### src/rtl/ssqa_sched.sv
// Scheduler for the SSQA spin-update datapath: clear, multiply-accumulate, read drain, update, iterate.
// Build with SSQA_ANNEAL_EN defined to ramp I0 from i0_min toward i0_max; otherwise I0 is fixed at i0_max.
module ssqa_sched #(
    parameter int N             = 800,
    parameter int NN            = 800,
    parameter int TEM_WIDTH     = 8,
    parameter int READ_LAT      = 2,
    parameter int ANNEAL_PERIOD = 4
) (
    input  logic                        clk,
    input  logic                        rst_n,
    input  logic                        start,
    input  logic [15:0]                 max_iter,
    input  logic [TEM_WIDTH-1:0]        i0_min,
    input  logic [TEM_WIDTH-1:0]        i0_max,
    input  logic [TEM_WIDTH-1:0]        q_init,
    output logic                        busy,
    output logic                        done,
    output logic                        rst_ini,
    output logic                        en_read,
    output logic                        en_mult,
    output logic                        en_upd,
    output logic                        rst_iter,
    output logic                        wea,
    output logic [$clog2(NN)-1:0]       count_spin,
    output logic [$clog2(NN)-1:0]       count_bit,
    output logic [15:0]                 count_iter,
    output logic signed [TEM_WIDTH-1:0] I0,
    output logic signed [TEM_WIDTH-1:0] Q
);
    localparam int CW = $clog2(NN);
    localparam int DW = $clog2(READ_LAT + 1);
    localparam logic [CW-1:0] LAST = CW'(N - 1);

    typedef enum logic [2:0] {IDLE, CLEAR, MULT, DRAIN, UPD, ITER, DONE} state_t;

    state_t                 state_q, state_d;
    logic [CW-1:0]          spin_q, spin_d, bit_q, bit_d;
    logic [15:0]            iter_q, iter_d, max_q, max_d;
    logic [DW-1:0]          drn_q, drn_d;
    logic [TEM_WIDTH-1:0]   i0_q, i0_d, q_q, q_d;
    logic                   busy_q, done_q, rst_ini_q, en_read_q, en_upd_q, rst_iter_q, wea_q;
    logic [READ_LAT-1:0]    mpipe_q;
`ifdef SSQA_ANNEAL_EN
    logic [TEM_WIDTH-1:0]   i0max_q, i0max_d;
    logic                   step_due;
    assign step_due = ((iter_q + 16'd1) % 16'(ANNEAL_PERIOD)) == 16'd0;
`else
    logic                   unused_cfg;
    assign unused_cfg = ^{i0_min, 16'(ANNEAL_PERIOD)};
`endif

    always_comb begin
        state_d = state_q;
        spin_d  = spin_q;
        bit_d   = bit_q;
        iter_d  = iter_q;
        max_d   = max_q;
        drn_d   = drn_q;
        i0_d    = i0_q;
        q_d     = q_q;
`ifdef SSQA_ANNEAL_EN
        i0max_d = i0max_q;
`endif
        case (state_q)
            IDLE: begin
                if (start) begin
                    state_d = CLEAR;
                    max_d   = (max_iter == 16'd0) ? 16'd1 : max_iter;
                    q_d     = q_init;
                    spin_d  = '0;
                    bit_d   = '0;
                    iter_d  = '0;
`ifdef SSQA_ANNEAL_EN
                    i0_d    = i0_min;
                    i0max_d = i0_max;
`else
                    i0_d    = i0_max;
`endif
                end
            end
            CLEAR: state_d = MULT;
            MULT: begin
                if (bit_q == LAST) begin
                    state_d = DRAIN;
                    bit_d   = '0;
                    drn_d   = '0;
                end else begin
                    bit_d = bit_q + 1'b1;
                end
            end
            DRAIN: begin
                if (drn_q == DW'(READ_LAT - 1)) state_d = UPD;
                else                            drn_d   = drn_q + 1'b1;
            end
            UPD: begin
                if (spin_q == LAST) begin
                    spin_d  = '0;
                    state_d = ITER;
                end else begin
                    spin_d  = spin_q + 1'b1;
                    state_d = MULT;
                end
            end
            ITER: begin
                iter_d  = iter_q + 16'd1;
                state_d = (iter_q + 16'd1 == max_q) ? DONE : MULT;
`ifdef SSQA_ANNEAL_EN
                // Saturating ramp; an inverted range never steps since i0_min already exceeds the ceiling.
                if (step_due && ($signed(i0_q) < $signed(i0max_q))) i0_d = i0_q + TEM_WIDTH'(1);
`endif
            end
            DONE:    state_d = IDLE;
            default: state_d = IDLE;
        endcase
    end

    always_ff @(posedge clk or negedge rst_n) begin
        if (!rst_n) begin
            state_q    <= IDLE;
            spin_q     <= '0;
            bit_q      <= '0;
            iter_q     <= '0;
            max_q      <= '0;
            drn_q      <= '0;
            i0_q       <= '0;
            q_q        <= '0;
            busy_q     <= 1'b0;
            done_q     <= 1'b0;
            rst_ini_q  <= 1'b0;
            en_read_q  <= 1'b0;
            en_upd_q   <= 1'b0;
            rst_iter_q <= 1'b0;
            wea_q      <= 1'b0;
            mpipe_q    <= '0;
`ifdef SSQA_ANNEAL_EN
            i0max_q    <= '0;
`endif
        end else begin
            state_q    <= state_d;
            spin_q     <= spin_d;
            bit_q      <= bit_d;
            iter_q     <= iter_d;
            max_q      <= max_d;
            drn_q      <= drn_d;
            i0_q       <= i0_d;
            q_q        <= q_d;
            busy_q     <= (state_d != IDLE);
            done_q     <= (state_d == DONE);
            rst_ini_q  <= (state_d == CLEAR);
            en_read_q  <= (state_d == MULT) || (state_d == DRAIN);
            en_upd_q   <= (state_d == UPD);
            rst_iter_q <= (state_d == ITER);
            wea_q      <= (state_d == UPD);
            // Only MULT reads carry operands; DRAIN reads never reach the multiplier strobe.
            mpipe_q[0] <= (state_q == MULT);
            for (int i = 1; i < READ_LAT; i++) mpipe_q[i] <= mpipe_q[i-1];
`ifdef SSQA_ANNEAL_EN
            i0max_q    <= i0max_d;
`endif
        end
    end

    assign busy       = busy_q;
    assign done       = done_q;
    assign rst_ini    = rst_ini_q;
    assign en_read    = en_read_q;
    assign en_mult    = mpipe_q[READ_LAT-1];
    assign en_upd     = en_upd_q;
    assign rst_iter   = rst_iter_q;
    assign wea        = wea_q;
    assign count_spin = spin_q;
    assign count_bit  = bit_q;
    assign count_iter = iter_q;
    assign I0         = i0_q;
    assign Q          = q_q;
endmodule

### config.mk
export PLATFORM = sky130hd
export DESIGN_NAME = ssqa_sched
export DESIGN_NICKNAME = d
export VERILOG_FILES = /design/src/rtl/ssqa_sched.sv
export SDC_FILE = /design/constraint.sdc
export NUM_CORES = 1
export LEC_CHECK = 0
export ABC_AREA = 0
export CAP_MARGIN = 25
export CORE_MARGIN = 4
export CORE_UTILIZATION = 50
export CTS_CLUSTER_SIZE = 20
export DETAILED_ROUTE_END_ITERATION = 16
export GPL_TIMING_DRIVEN = 0
export HOLD_SLACK_MARGIN = 0.15
export PLACE_DENSITY = 0.87
export SLEW_MARGIN = 0
export SYNTH_ARGS = -nofsm -noshare
export SYNTH_HDL_FRONTEND = slang
export SYNTH_SLANG_ARGS = --single-unit
export TNS_END_PERCENT = 30
### constraint.sdc
create_clock -name clk -period 3.9 [get_ports clk]
set_clock_uncertainty 0.05 [all_clocks]
set_input_delay 0.39 -clock clk [delete_from_list [all_inputs] [get_ports clk]]
set_output_delay 0.39 -clock clk [all_outputs]
set_load 0.1 [all_outputs]
==> results of run 1 <==
==> power breakdown <==
group / switching [mW] / internal (mW) / total (mW)
combinational: 0.105 / 0.0683 / 0.173
sequential: 0.0137 / 0.856 / 0.870
clock: 0.308 / 0.377 / 0.686
==> through the flow <==
stage               hold WS (ns)  worst slack (ns)
floorplan                 0.0444             0.767
global placement           0.285            -0.405
detailed placement         0.290             0.821
CTS                        0.310              1.02
global route               0.319             0.791
finish                     0.308              1.06
==> logic make-up (layout without fill, tap and decap cells) <==
logic type / Yosys count / in the layout / share of synthesized area [%]
fa+ha+maj: 4 / 4 / 1.23
xor+xnor: 28 / 28 / 6.05
flops: 81 / 81 / 50.0
buf+inv: 25 / 136 / 3.18
compound gates: 90 / 90 / 13.0
simple gates: 133 / 133 / 18.0
mux: 31 / 31 / 8.61
==> critical path, stage by stage, from the launching register on <==
cell and delay [ns]:
dfrtp_1 0.38, clkbuf_1 0.21, nor4b_1 0.76, clkbuf_1 0.47
buf_1 0.45, mux2_2 0.40
==> state kept, by name (all words and copies together) (netlist names), 2 cells and up <==
| name | flops |
|---|---|
| mpipe_q | 2 |
| Q | 8 |
| count_spin | 10 |
| count_iter | 16 |
| drn_q | 2 |
| count_bit | 10 |
| I0 | 8 |
| max_q | 16 |
| state_q | 3 |
==> Yosys cell counts, drive strengths merged (2+ instances only) <==
cell	count	area [um2]
nor3b	3	22.5
nand3	10	60.1
o21ai	56	280
ha	4	50.1
nand2b	7	43.8
dfrtp	81	2030
inv	5	18.8
clkbuf	9	33.8
nor2	32	120
xor2	8	70.1
a21oi	7	35.0
xnor2	20	175
nor4b	2	17.5
nor4	6	58.8
and3	8	51.3
a22o	2	17.5
nor3	10	50.1
mux2	31	349
nor2b	5	31.3
a31oi	5	31.3
o31ai	10	75.1
nand2	30	113
nand3b	4	30.0
nand4	11	81.3
and4	2	17.5
buf	10	72.6
==> layer usage <==
metal  track usage [%]  part of all wire [%]
met1              27.4                    43
met2              34.7                    48
met3              4.21                   7.6
met4              8.73                   2.2
met5                 0                     0
==> layout make-up <==
type                    instances  share of cell area, %
clock inverters                 4                   1.42
repair buffers                 96                   18.0
multi-input cells             286                   35.4
inverters                       6                  0.419
plain buffers                  19                   1.98
flip-flops and latches         81                   37.8
well taps                     102                   2.38
clock buffers                  11                   2.63
==> timing repair <==
item                                   in CTS  in global routing
endpoints found under the hold margin      38                  0
hold buffers                                1                  0
resized for setup                           0                  0
==> worst max path at each step <==
stage                                          from                        end  slack, ns
after floorplan           count_iter[0]$_DFFE_PN0P_          en_read$_DFF_PN0_       0.77
after global placement                        rst_n  count_spin[7]$_DFFE_PN0P_      -0.41
after detailed placement                      start      max_q[13]$_DFFE_PN0P_       0.82
after CTS                      state_q[2]$_DFF_PN0_      max_q[12]$_DFFE_PN0P_       1.02
after global routing           state_q[2]$_DFF_PN0_      max_q[13]$_DFFE_PN0P_       0.79
final                          state_q[2]$_DFF_PN0_      max_q[13]$_DFFE_PN0P_       1.06
==> flow_summary.rst, run 1 <==
.. list-table::
   :header-rows: 1

   * - Metric
     - Value
   * - Reg clk slew, reported paths
     - 0.09 ns
   * - Antenna violations before repair
     - 0
   * - Sequential cell area in the final layout
     - 2030 um2
   * - Max_cap viols
     - 0
   * - Post-route insts no fill
     - about 600
   * - Placed Instances
     - roughly 600
   * - Post-detailed-route via-to-cell ratio
     - 5.71
   * - All-Layer GR Usage
     - 21.1%
   * - Die area
     - 9610 um2
   * - Netlist cell types
     - 49
   * - Crit Reg-Reg Endpoint
     - max_q[13]$_DFFE_PN0P_
   * - Layout cell share with drive strength beyond 1
     - between 10% and 20%
   * - Die outline width
     - between 90 and 100 um
   * - Number of vias after detailed routing
     - 3,454
   * - Die Height
     - 98.1 um
   * - Diode insertion count for antenna repair
     - 0
   * - Total power divided by cell area
     - 322 nW/um2
   * - Starting Density
     - between 50% and 60%
   * - Slew Viols, Final
     - 0
   * - Ys flop type
     - dfrtp_1
   * - Mean instance size in the synthesized netlist
     - 10.3 um2
   * - Number of synthesized register bits
     - 81
   * - Post-layout minimum cycle time
     - 2.84 ns
   * - Path category of the worst min-delay check
     - reg -> reg
   * - Number of enable-type register cells in the synthesized netlist
     - 0
   * - Maximum number of buffers from clock root to sink
     - 2
   * - Leak pwr
     - 2.18 nW
   * - Commonest cells after routing, fill and taps aside
     - clkdlybuf4s50_1 (93), dfrtp_1 (81), o21ai_0 (54), nor2_1 (32), mux2_2 (31)
   * - Startpoint type of the worst setup path
     - flop
   * - Routed len/inst
     - 16.5 um
   * - Clk sink count
     - between 80 and 90
   * - Filler Cell Count
     - 600
   * - Worst Min Path Start
     - mpipe_q[0]$_DFF_PN0_
   * - Setup repair after global routing missed its margin
     - no
   * - Standard cell area after detailed placement
     - roughly 5100 um2
   * - GP Congestion
     - 0.878
   * - Number of buffer cells added on primary ports
     - 94
   * - I/O pins
     - 103
   * - Clock network latency to the later pin of the worst-skew pair
     - between 0.3 and 0.4 ns
   * - TritonCTS buffer count
     - 9
   * - Warnings from Yosys
     - 0
   * - Final total power
     - 1.73 mW
   * - Number of core rows
     - 32
   * - Final core area utilization
     - 68.8%
   * - Post-route cell area
     - 5370 um2
   * - Maximum vdd drop
     - 0.000213 V
   * - Total nets after synthesis
     - approximately 440
   * - First-pass GRT wire length
     - roughly 17,000 um
   * - Residual overflow from global routing
     - 0
   * - Leading cell type in the layout, fill and taps excluded
     - clkdlybuf4s50_1
   * - Status
     - finished, final reports clean
   * - Worst max-slew margin expressed relative to the limit
     - roughly a third
   * - Total count of hold-check failures in the final report
     - 0
   * - Via count of the first global-routing pass
     - 3,461
   * - Netlist area before placement
     - 4060 um2
   * - CTS tree
     - done
   * - Half-perimeter wire length after detailed placement
     - about 7400 um
   * - Async S/R FF share, synth
     - between 90% and 100%
   * - Required time worst endpoint
     - 4.09 ns
   * - Total Negative Setup Slacks
     - 0 ns
   * - Beginning of the worst register-to-register path
     - state_q[2]$_DFF_PN0_
   * - Number of cells traversed by the worst register-to-register path
     - 5
   * - Share of the clock period used by the worst path after layout
     - between 70% and 80%
   * - Multi-input gate area
     - about 1900 um2
   * - Core area
     - slightly below 8000 um2
   * - Final routed wirelength across all metal layers
     - 10,000 um
   * - Buffer type at the clock tree root
     - clkbuf_8
   * - Kind of end point of the critical path
     - flop
   * - H-tree level count
     - 3
   * - Net count reported at finish
     - approximately 550
   * - Number of DRC violations after detailed-routing iteration 0
     - 228
   * - Critical path fanouts, max
     - 10
   * - Buffers inserted by post-CTS timing repair
     - 0
   * - WS Path Type
     - reg -> reg
   * - Instance count of the mapped netlist
     - 392
   * - Min-Delay Path Depth
     - 0
   * - Detailed-routing iteration count for the pre-antenna-repair pass
     - 4
   * - Layout area overhead
     - 32.4%
   * - Crit path DAT
     - 3.03 ns
   * - End point of the worst hold path
     - mpipe_q[1]$_DFF_PN0_
   * - Total setup violations reported at the end of the flow
     - 0
   * - DRC violations left
     - 0
   * - Maximum frequency from static timing analysis
     - 0.352 GHz
   * - Register-to-register path setup slack
     - 1.06 ns
   * - Maximum number of pins on one net before global-route repair
     - 44
   * - Antenna violation net count after detailed routing
     - 0
   * - Register area share after synthesis
     - 50.0%
   * - Slew of the pin with the lowest slew margin
     - about 1 ns
(Power assumes the default switching activity.)
==> inputs of run 2 (changes only) <==
--- a/config.mk
+++ b/config.mk
@@ -8,12 +8,12 @@
 export ABC_AREA = 0
 export CAP_MARGIN = 25
 export CORE_MARGIN = 4
-export CORE_UTILIZATION = 50
+export CORE_UTILIZATION = 49
 export CTS_CLUSTER_SIZE = 20
 export DETAILED_ROUTE_END_ITERATION = 16
 export GPL_TIMING_DRIVEN = 0
 export HOLD_SLACK_MARGIN = 0.15
-export PLACE_DENSITY = 0.87
+export PLACE_DENSITY = 0.86
 export SLEW_MARGIN = 0
 export SYNTH_ARGS = -nofsm -noshare
 export SYNTH_HDL_FRONTEND = slang
==> constraint.sdc (replaced) <==
create_clock -name clk -period 2.7 [get_ports clk]
set_clock_uncertainty 0.05 [all_clocks]
set_input_delay 0.27 -clock clk [delete_from_list [all_inputs] [get_ports clk]]
set_output_delay 0.27 -clock clk [all_outputs]
set_load 0.1 [all_outputs]
==> run 2 against run 1 <==
- first-iteration DRC count shrank 17%
- via count up 0.23%
- total power grew 38%
- sequential cell count stayed put
- sequential share of layout area grew 0.24 points
- maximum frequency increased by 9.9%
- core utilization down 0.16 points
- register-to-register slack worse by 0.94 ns
- largest cell class unchanged
==> flow_summary.rst, run 2 (synthesized netlist as in run 1, its figures left out) <==
.. list-table::
   :header-rows: 1

   * - Metric
     - Value
   * - Status
     - finished, final reports clean
   * - Total count of hold-check failures in the final report
     - 0 (unchanged)
   * - Maximum vdd drop
     - 0.000435 V (+100%)
   * - H-tree level count
     - 3 (unchanged)
   * - Post-layout minimum cycle time
     - 2.58 ns (-0.256 ns)
   * - Maximum number of buffers from clock root to sink
     - 2 (unchanged)
   * - Leak pwr
     - 2.18 nW (about the same)
   * - Number of buffer cells added on primary ports
     - 94 (unchanged)
   * - All-Layer GR Usage
     - 21.2% (+0.055 points)
   * - DRC violations left
     - 0 (unchanged)
   * - Register-to-register path setup slack
     - 0.12 ns (-0.94 ns)
   * - Critical path fanouts, max
     - 10 (unchanged)
   * - Residual overflow from global routing
     - 0 (unchanged)
   * - Core area
     - 7890 um2 (+1.0%)
   * - Net count reported at finish
     - 546 (unchanged)
   * - Die outline width
     - 99.0 um (+0.93%)
   * - Diode insertion count for antenna repair
     - 0 (unchanged)
   * - Buffer type at the clock tree root
     - clkbuf_8
   * - CTS tree
     - done
   * - Maximum number of pins on one net before global-route repair
     - 53 (+20%)
   * - Cell Int Power
     - 1.79 mW (+38%)
   * - Final total power
     - 2.39 mW (+38%)
   * - Number of DRC violations after detailed-routing iteration 0
     - 190 (-17%)
   * - Kind of end point of the critical path
     - flop
   * - Post-route setup slack
     - 0.118 ns (-0.944 ns)
   * - Layout area overhead
     - 33.4%
   * - Clock network latency to the later pin of the worst-skew pair
     - 0.35 ns (about the same)
   * - Detailed-routing iteration count for the pre-antenna-repair pass
     - 5 (+1)
   * - Die Height
     - 99.0 um (+0.93%)
   * - Antenna violation net count after detailed routing
     - 0 (unchanged)
   * - Number of core rows
     - 32 (unchanged)
   * - Commonest cells after routing, fill and taps aside
     - clkdlybuf4s50_1 (93), dfrtp_1 (66), o21ai_0 (54), nor2_1 (32), mux2_2 (31)
   * - I/O pins
     - 103 (unchanged)
   * - Leading cell type in the layout, fill and taps excluded
     - clkdlybuf4s50_1
   * - Worst max-slew margin expressed relative to the limit
     - 33.2% (about the same)
   * - Relative contribution of the clock network to total power
     - 37.0% (-2.7 points)
   * - Placed Instances
     - 589 (unchanged)
   * - Net Sw Frac
     - 24.9% (+0.24 points)
   * - Slew of the pin with the lowest slew margin
     - 0.999 ns (-0.000181 ns)
   * - Clk sink count
     - 81 (unchanged)
   * - Die area
     - 9800 um2 (+1.9%)
   * - Standard cell area after detailed placement
     - 5180 um2 (+0.71%)
   * - Crit path DAT
     - 2.77 ns (-0.26 ns)
   * - Sequential group share of total power
     - 52.5% (+2.2 points)
   * - Start point of the critical path
     - count_iter[4]$_DFFE_PN0P_
   * - Max_cap viols
     - 0 (unchanged)
   * - Maximum frequency from static timing analysis
     - 0.387 GHz (+9.9%)
   * - Via count of the first global-routing pass
     - 3,454 (-0.20%)
   * - TritonCTS buffer count
     - 9 (unchanged)
   * - Reg clk slew, reported paths
     - 0.08 ns (about the same)
   * - GP Congestion
     - 0.865 (-1.4%)
   * - Post-route cell area
     - 5410 um2 (+0.79%)
   * - Setup repair after global routing missed its margin
     - no
   * - Minimum setup slack after placement
     - -0.339 ns (-1.16 ns)
   * - Critical path capture point
     - en_read$_DFF_PN0_
   * - Post-detailed-route via-to-cell ratio
     - 5.71 (about the same)
   * - Required time worst endpoint
     - 2.89 ns (-1.20 ns)
   * - Crit Reg-Reg Endpoint
     - en_read$_DFF_PN0_
   * - Number of vias after detailed routing
     - 3,462 (+0.23%)
   * - Number of cells traversed by the worst register-to-register path
     - 8 (+3)
   * - Layout cell share with drive strength beyond 1
     - 16.5% (+3.7 points)
   * - Post-route insts no fill
     - 606 (+0.17%)
   * - Total setup violations reported at the end of the flow
     - 0 (unchanged)
   * - Worst Min Path Start
     - mpipe_q[0]$_DFF_PN0_
   * - Path category of the worst min-delay check
     - reg -> reg
   * - Routed len/inst
     - 16.3 um (-1.4%)
   * - Antenna violations before repair
     - 0 (unchanged)
   * - Switching pwr
     - 595 uW (+39%)
   * - Starting Density
     - 51.4% (-0.53 points)
   * - Slew Viols, Final
     - 0 (unchanged)
   * - Combinational power share
     - 10.5% (+0.5 points)
   * - Half-perimeter wire length after detailed placement
     - 7460 um (+0.80%)
   * - Startpoint type of the worst setup path
     - flop
   * - Beginning of the worst register-to-register path
     - count_iter[4]$_DFFE_PN0P_
   * - First-pass GRT wire length
     - 16,700 um (+0.67%)
   * - Total power divided by cell area
     - 441 nW/um2 (+37%)
   * - WS Path Type
     - reg -> reg
   * - Final routed wirelength across all metal layers
     - 9890 um (-1.3%)
   * - Tightest hold margin
     - 0.300 ns (-0.00831 ns)
   * - Share of the clock period used by the worst path after layout
     - 95.6% (+23 points)
-- run 2: cell types whose count changed in the layout (fill, tap and decap cells not counted), sizes merged --
cell / before / now
bufinv: 2 / 1
clkbuf: 20 / 21
clkinv: 1 / 4
clkinvlp: 1 / 0
inv: 6 / 5
-- run 2: critical path: stages, from the launching register on --
cell and delay, ns:
dfrtp_4 0.41, buf_4 0.15, nand4_2 0.13, buf_6 0.18, nor3_2 0.28, nand3b_1 0.12
a2111o_1 0.46, or4b_4 0.50, o21ba_1 0.19
-- run 2: power groups by stage --
stage	registers, mW	logic [mW]	clock network (mW)
floorplan	1.36	0.0447	0
global placement	1.28	0.241	0
detailed placement	1.28	0.251	0
CTS	1.25	0.253	0.905
global route	1.26	0.266	0.962
finish	1.25	0.250	0.882
-- run 2: area by class of cell --
cell class	instances	area, um2
buffer	19	108
clock buffer	12	145
clock inverter	4	52.6
fill	613	2480
inverter	6	22.5
multi-input combinational	286	1920
sequential	81	2060
tap	102	128
timing repair buffer	96	976
-- run 2: worst min-delay path by stage --
stage	slack, ns	to	cells after the start
after floorplan	-0.08	I0[0]$_DFFE_PN0P_	0
after global placement	0.29	mpipe_q[1]$_DFF_PN0_	0
after detailed placement	0.18	I0[7]$_DFFE_PN0P_	1
after CTS	0.30	mpipe_q[1]$_DFF_PN0_	0
after global routing	0.32	mpipe_q[1]$_DFF_PN0_	0
final	0.30	mpipe_q[1]$_DFF_PN0_	0
-- run 2: metal layers --
metal	vias up	global-route usage [%]	share of wire, %
li1	1633	-	-
met1	1682	27.4	42
met2	131	33.9	49
met3	16	5.80	7.7
met4	0	8.09	1.9
met5	-	0	0
-- run 2: timing repair --
action / CTS / global route
setup endpoints to repair: 3 / 5
setup buffers: 0 / 0
hold buffers: 1 / 0
pin swaps: 0 / 1
gates resized for setup: 1 / 5
hold endpoints to repair: 29 / 0
-- run 2: stage by stage --
step	setup TNS [ns]	utilization, %
floorplan	0	-
global placement	-122.53	65.3
detailed placement	-2.00	65.6
CTS	0	68.4
global route	0	68.6
finish	0	68.6
